==> src/rtl/puf_pkg.sv <==
// Shared types and default constants for the ring-oscillator PUF sequencer.
package puf_pkg;

  localparam int          CHALL_W        = 8;
  localparam int          WD_W           = 16;
  localparam logic [7:0]  CHALL_STEP_DEF = 8'd37;
  localparam logic [15:0] TIMEOUT_DEF    = 16'd4095;
  localparam int          CLR_CYC_DEF    = 2;

  typedef enum logic [2:0] {
    S_IDLE,
    S_CLEAR,
    S_EVAL,
    S_CAPTURE,
    S_NEXT,
    S_DONE
  } state_e;

endpackage

==> src/rtl/puf_watchdog.sv <==
// Loadable down-counter with clear; flags expiry when the count sits at zero.
module puf_watchdog
  import puf_pkg::*;
#(
  parameter int W = WD_W
) (
  input  logic         i_clk,
  input  logic         i_rst_n,
  input  logic         i_load,
  input  logic [W-1:0] i_loadVal,
  input  logic         i_clear,
  input  logic         i_tick,
  output logic         o_expired
);

  logic [W-1:0] r_count;

  always_ff @(posedge i_clk or negedge i_rst_n) begin
    if (!i_rst_n) begin
      r_count <= '0;
    end else if (i_load) begin
      r_count <= i_loadVal;
    end else if (i_clear) begin
      r_count <= '0;
    end else if (i_tick && (r_count != '0)) begin
      r_count <= r_count - W'(1);
    end
  end

  assign o_expired = (r_count == '0);

endmodule

==> src/rtl/puf_seq_ctrl.sv <==
// Challenge sequencer for the RO PUF bit cell: clear, race, capture per challenge.
// Define PUF_MAJ_VOTE_EN to store the majority of three evaluations per challenge.
module puf_seq_ctrl
  import puf_pkg::*;
#(
  parameter int          N_BITS     = 8,
  parameter logic [7:0]  CHALL_STEP = CHALL_STEP_DEF,
  parameter logic [15:0] TIMEOUT    = TIMEOUT_DEF,
  parameter int          CLR_CYC    = CLR_CYC_DEF
) (
  input  logic               i_clk,
  input  logic               i_rst_n,
  input  logic               i_start,
  input  logic [CHALL_W-1:0] i_seed,
  output logic [CHALL_W-1:0] o_puf_chall,
  output logic               o_puf_en,
  output logic               o_puf_clr,
  input  logic               i_puf_resp,
  input  logic               i_puf_finish,
  output logic [N_BITS-1:0]  o_resp_word,
  output logic               o_busy,
  output logic               o_done,
  output logic               o_timeout_err
);

  localparam int IDX_W = (N_BITS > 1) ? $clog2(N_BITS) : 1;

  state_e             r_state;
  logic [CHALL_W-1:0] r_challReg;
  logic [IDX_W-1:0]   r_bitIdx;
  logic [N_BITS-1:0]  r_respWord;
  logic               r_sample;
  logic               r_pufEn;
  logic               r_pufClr;
  logic               r_busy;
  logic               r_done;
  logic               r_timeoutErr;
`ifdef PUF_MAJ_VOTE_EN
  logic [1:0]         r_vote;
  logic [1:0]         r_ones;
`endif

  logic               w_wdLoad;
  logic [WD_W-1:0]    w_wdLoadVal;
  logic               w_wdClear;
  logic               w_wdTick;
  logic               w_wdExpired;
  logic               w_lastBit;

  assign w_lastBit = (r_bitIdx == IDX_W'(N_BITS - 1));

  // One counter serves both the clear hold and the race timeout; the load value follows the phase.
  always_comb begin
    w_wdLoad = 1'b0;
    case (r_state)
      S_IDLE:    w_wdLoad = i_start;
      S_CLEAR:   w_wdLoad = w_wdExpired;
      S_NEXT:    w_wdLoad = !w_lastBit;
`ifdef PUF_MAJ_VOTE_EN
      S_CAPTURE: w_wdLoad = (r_vote != 2'd2);
`endif
      default:   w_wdLoad = 1'b0;
    endcase
  end

  assign w_wdLoadVal = (r_state == S_CLEAR) ? (TIMEOUT - 16'd1) : 16'(CLR_CYC - 1);
  assign w_wdClear   = (r_state == S_NEXT) || (r_state == S_DONE);
  assign w_wdTick    = (r_state == S_CLEAR) || (r_state == S_EVAL);

  puf_watchdog #(.W(WD_W)) u_watchdog (
    .i_clk     (i_clk),
    .i_rst_n   (i_rst_n),
    .i_load    (w_wdLoad),
    .i_loadVal (w_wdLoadVal),
    .i_clear   (w_wdClear),
    .i_tick    (w_wdTick),
    .o_expired (w_wdExpired)
  );

  always_ff @(posedge i_clk or negedge i_rst_n) begin
    if (!i_rst_n) begin
      r_state      <= S_IDLE;
      r_challReg   <= '0;
      r_bitIdx     <= '0;
      r_respWord   <= '0;
      r_sample     <= 1'b0;
      r_pufEn      <= 1'b0;
      r_pufClr     <= 1'b0;
      r_busy       <= 1'b0;
      r_done       <= 1'b0;
      r_timeoutErr <= 1'b0;
`ifdef PUF_MAJ_VOTE_EN
      r_vote       <= '0;
      r_ones       <= '0;
`endif
    end else begin
      r_done <= 1'b0;
      case (r_state)
        S_IDLE: begin
          if (i_start) begin
            r_challReg   <= i_seed;
            r_bitIdx     <= '0;
            r_respWord   <= '0;
            r_timeoutErr <= 1'b0;
            r_busy       <= 1'b1;
            r_pufClr     <= 1'b1;
`ifdef PUF_MAJ_VOTE_EN
            r_vote       <= '0;
            r_ones       <= '0;
`endif
            r_state      <= S_CLEAR;
          end
        end
        S_CLEAR: begin
          if (w_wdExpired) begin
            r_pufClr <= 1'b0;
            r_pufEn  <= 1'b1;
            r_state  <= S_EVAL;
          end
        end
        S_EVAL: begin
          // A finish in the expiry cycle still counts as a resolved race.
          if (i_puf_finish) begin
            r_sample <= i_puf_resp;
            r_pufEn  <= 1'b0;
            r_state  <= S_CAPTURE;
          end else if (w_wdExpired) begin
            r_timeoutErr <= 1'b1;
            r_pufEn      <= 1'b0;
            r_busy       <= 1'b0;
            r_done       <= 1'b1;
            r_state      <= S_DONE;
          end
        end
        S_CAPTURE: begin
`ifdef PUF_MAJ_VOTE_EN
          if (r_vote == 2'd2) begin
            r_respWord[r_bitIdx] <= ((r_ones + {1'b0, r_sample}) >= 2'd2);
            r_vote               <= '0;
            r_ones               <= '0;
            r_state              <= S_NEXT;
          end else begin
            r_vote   <= r_vote + 2'd1;
            r_ones   <= r_ones + {1'b0, r_sample};
            r_pufClr <= 1'b1;
            r_state  <= S_CLEAR;
          end
`else
          r_respWord[r_bitIdx] <= r_sample;
          r_state              <= S_NEXT;
`endif
        end
        S_NEXT: begin
          if (w_lastBit) begin
            r_busy  <= 1'b0;
            r_done  <= 1'b1;
            r_state <= S_DONE;
          end else begin
            r_bitIdx   <= r_bitIdx + IDX_W'(1);
            r_challReg <= r_challReg + CHALL_STEP;
            r_pufClr   <= 1'b1;
            r_state    <= S_CLEAR;
          end
        end
        S_DONE: begin
          r_state <= S_IDLE;
        end
        default: begin
          r_state <= S_IDLE;
        end
      endcase
    end
  end

  assign o_puf_chall   = r_challReg;
  assign o_puf_en      = r_pufEn;
  assign o_puf_clr     = r_pufClr;
  assign o_resp_word   = r_respWord;
  assign o_busy        = r_busy;
  assign o_done        = r_done;
  assign o_timeout_err = r_timeoutErr;

endmodule

==> config.mk <==
export PLATFORM = sky130hd
export DESIGN_NAME = puf_seq_ctrl
export DESIGN_NICKNAME = d
export VERILOG_FILES = /design/src/rtl/puf_pkg.sv /design/src/rtl/puf_watchdog.sv /design/src/rtl/puf_seq_ctrl.sv
export SDC_FILE = /design/constraint.sdc
export NUM_CORES = 1
export LEC_CHECK = 0
export CORE_MARGIN = 5
export CORE_UTILIZATION = 59
export DETAILED_ROUTE_END_ITERATION = 7
export PLACE_DENSITY = 0.85
export SYNTH_ARGS = -nofsm -noshare
export SYNTH_HDL_FRONTEND = slang
export SYNTH_SLANG_ARGS = --single-unit
==> constraint.sdc <==
create_clock -name i_clk -period 3.02 [get_ports i_clk]
set_input_delay 0.604 -clock i_clk [delete_from_list [all_inputs] [get_ports i_clk]]
set_output_delay 0.604 -clock i_clk [all_outputs]
set_load 0.01 [all_outputs]
==> metrics <==
final cell count without fillers 356; Clk pwr share 16.2%; fin crit share 74.2%; Max-Cap Viols 0; Final Slew Violations 0; cts bufs inserted 5; Antenna diodes 0; critical path's top delay family simple AND/OR/NAND/NOR gates; Tightest Pin Transition 0.969 ns; leading register cell type out of synthesis dfrtp_1; Hold/Removal Path Class primary input to async pin; drt initial violations 249; # clock sinks 44; layout cells sized above 1 7.84%; site row count 23; Synth Register Bits 44; Post-Route WL 5800 um; commonest cells after routing, fill and taps aside dfrtp_1, clkdlybuf4s50_1, nor2_1; wire length on met1 2730 um; Peak Freq 0.446 GHz; Fin. Hold Viols 0; Seq/Total Area, Yosys 44.1%; clk root buf clkbuf_8; maximum number of pins on one net before global-route repair 45; Post-Syn Instances 277; switching power 829 uW; Final WS setup 0.778 ns; gr usage total 22.9%; CTS Hold Bufs 0; Area growth syn-to-layout 17.0%; critical path endpoint category register; WL met2 2570 um; total number of vias 2,246; Seq pwr share 45.9%; total global routing overflow 0; Final min period 2.24 ns; crit path kind register to register; Die Ht 75.0 um; I/O pin count 34; dpl cells 349; DR top layer met4; DP Wirelength 4030 um; crit path cell chain inv_1, ha_1, nor3b_1, nand4_2, a21o_1, a21oi_1, a311oi_1; Worst Path Arrival 2.39 ns; post-cts sizing count 0; Syn Nets 294; max incr delay on CP 0.44 ns; ys async rst share 100%; Sw Ratio 38.6%; Internal 1320 uW; routability cong. 0.959; Max IR drop VDD 0.420 mV; Power Density 735 nW/um2; TritonCTS clock tree built; port bufs 33; Leak 0.00125 uW; Mapped Area 2500 um2; initial antenna violation count 0; most common cell after layout, fill and taps aside dfrtp_1; EDFF count, synth 0; Nets 323; Die Wd 75.0 um; DR WL met3 407 um; CP Launch Type register; Setup violations, final 0; H-Tree Depth 2; vias in the first global route 2,108; total die area 5630 um2; Reg2Reg Launch Point u_watchdog.r_count[0]$_DFFE_PN0P_; WP buf/inv 1; Reg2Reg Depth 7; routed len/inst 16.3 um; pre-CTS setup slack 0.731 ns; Reg2Reg Setup Slack 0.78 ns; clock skew 0.00473 ns; first-pass GRT wire length 9940 um; r2r endpoint u_watchdog.r_count[3]$_DFFE_PN0P_; Fill cells 325; Slew Limit Headroom 35.4%; combinational share of power 37.9%; setup TNS 0 ns; Max Buffers Root-to-Sink 2; RSZ-0062 raised after global routing no; antenna-violating nets left 0; crit path max-delay cell type dfrtp_1; Synth Warn # 0; status finished clean; Clock Latency Late Sink 0.30 ns; Setup Buffers After CTS 0; Worst-path clk slew 0.08 ns; Crit path required time 3.17 ns; syn_area_per_cell 9.01 um2; Crit Path Max Fanout 8; initial core utilization 61.5%; Via-to-Cell Ratio 6.31; drt pass-1 iters 5; synth unique cells 55; DRC viols 0; Core Region 4060 um2
[cell usage after synthesis, types with 4 or more instances]
| library cell | instances | area share (%) |
|---|---|---|
| nor3_1 | 13 | 2.6 |
| a21o_1 | 4 | 1.2 |
| inv_1 | 10 | 1.5 |
| dfrtp_1 | 44 | 44 |
| nor2_1 | 27 | 4.1 |
| o31ai_1 | 5 | 1.5 |
| a21oi_1 | 22 | 4.4 |
| or3_1 | 5 | 1.3 |
| a31oi_1 | 8 | 2.0 |
| nand2_1 | 21 | 3.2 |
| ha_1 | 4 | 2.0 |
| clkbuf_1 | 8 | 1.2 |
| nand3_1 | 7 | 1.4 |
| o21ai_0 | 24 | 4.8 |
| nor4_1 | 4 | 1.0 |
[worst register-to-register path, cell delays in order, from the launching register on]
cell      delay [ns]
dfrtp_1         0.44
inv_1           0.08
ha_1            0.20
nor3b_1         0.42
nand4_2         0.34
a21o_1          0.36
a21oi_1         0.19
a311oi_1        0.07
[registers in the layout (all words and copies together), names as in the netlist, 3 cells and up]
name                cells
o_puf_chall             8
o_resp_word             8
r_bitIdx                3
r_state                 3
u_watchdog.r_count     16
[worst max path at each step]
| stage | from | end | depth (start not counted) |
|---|---|---|---|
| 6_report | u_watchdog.r_count[0]$_DFFE_PN0P_ | u_watchdog.r_count[3]$_DFFE_PN0P_ | 7 |
| 5_1_grt | u_watchdog.r_count[0]$_DFFE_PN0P_ | u_watchdog.r_count[7]$_DFFE_PN0P_ | 7 |
| 4_1_cts | u_watchdog.r_count[0]$_DFFE_PN0P_ | u_watchdog.r_count[2]$_DFFE_PN0P_ | 7 |
| 3_5_place_dp | i_start | o_puf_chall[0]$_DFFE_PN0P_ | 7 |
| 3_3_place_gp | i_start | o_puf_chall[0]$_DFFE_PN0P_ | 7 |
| 2_1_floorplan | u_watchdog.r_count[0]$_DFFE_PN0P_ | u_watchdog.r_count[2]$_DFFE_PN0P_ | 7 |
[layout make-up]
class / instances / area (um2) / share of cell area (%)
clock buffers: 6 / 72.6 / 2.49
well taps: 50 / 62.6 / 2.14
repair buffers: 35 / 340 / 11.7
flip-flops and latches: 44 / 1100 / 37.7
clock inverters: 1 / 5.00 / 0.171
inverters: 10 / 37.5 / 1.29
multi-input cells: 210 / 1300 / 44.6
[power by group through the flow]
stage | Sequential [uW] | Clock (uW) | Combinational [uW]
finish | 985 | 348 | 813
global route | 1020 | 386 | 907
CTS | 980 | 359 | 811
detailed placement | 987 | 0 | 808
global placement | 983 | 0 | 781
floorplan | 975 | 0 | 495
[stage by stage]
step	total power [uW]	instance area, um2	util, %	hold WS (ns)
finish	2150	2920	72.0	0.458
global placement	1760	2840	70.1	0.492
detailed placement	1790	2840	70.1	0.498
global route	2310	2920	72.0	0.545
CTS	2150	2920	72.0	0.501
floorplan	1470	2500	-	0.308
[kinds of logic after synthesis]
| logic type | share of synthesized area [%] |
|---|---|
| mux | 2.11 |
| buf+inv | 3.76 |
| compound gates | 22.7 |
| flops | 44.1 |
| xor+xnor | 1.05 |
| fa+ha+maj | 2.01 |
| simple gates | 24.3 |
[metal layers]
| metal | global-route usage, % | vias to the layer above |
|---|---|---|
| li1 | - | 1085 |
| met1 | 33.7 | 1070 |
| met2 | 33.1 | 82 |
| met3 | 4.81 | 9 |
| met4 | 8.70 | 0 |
| met5 | 0 | - |
Power figures use the tool's default switching activity.
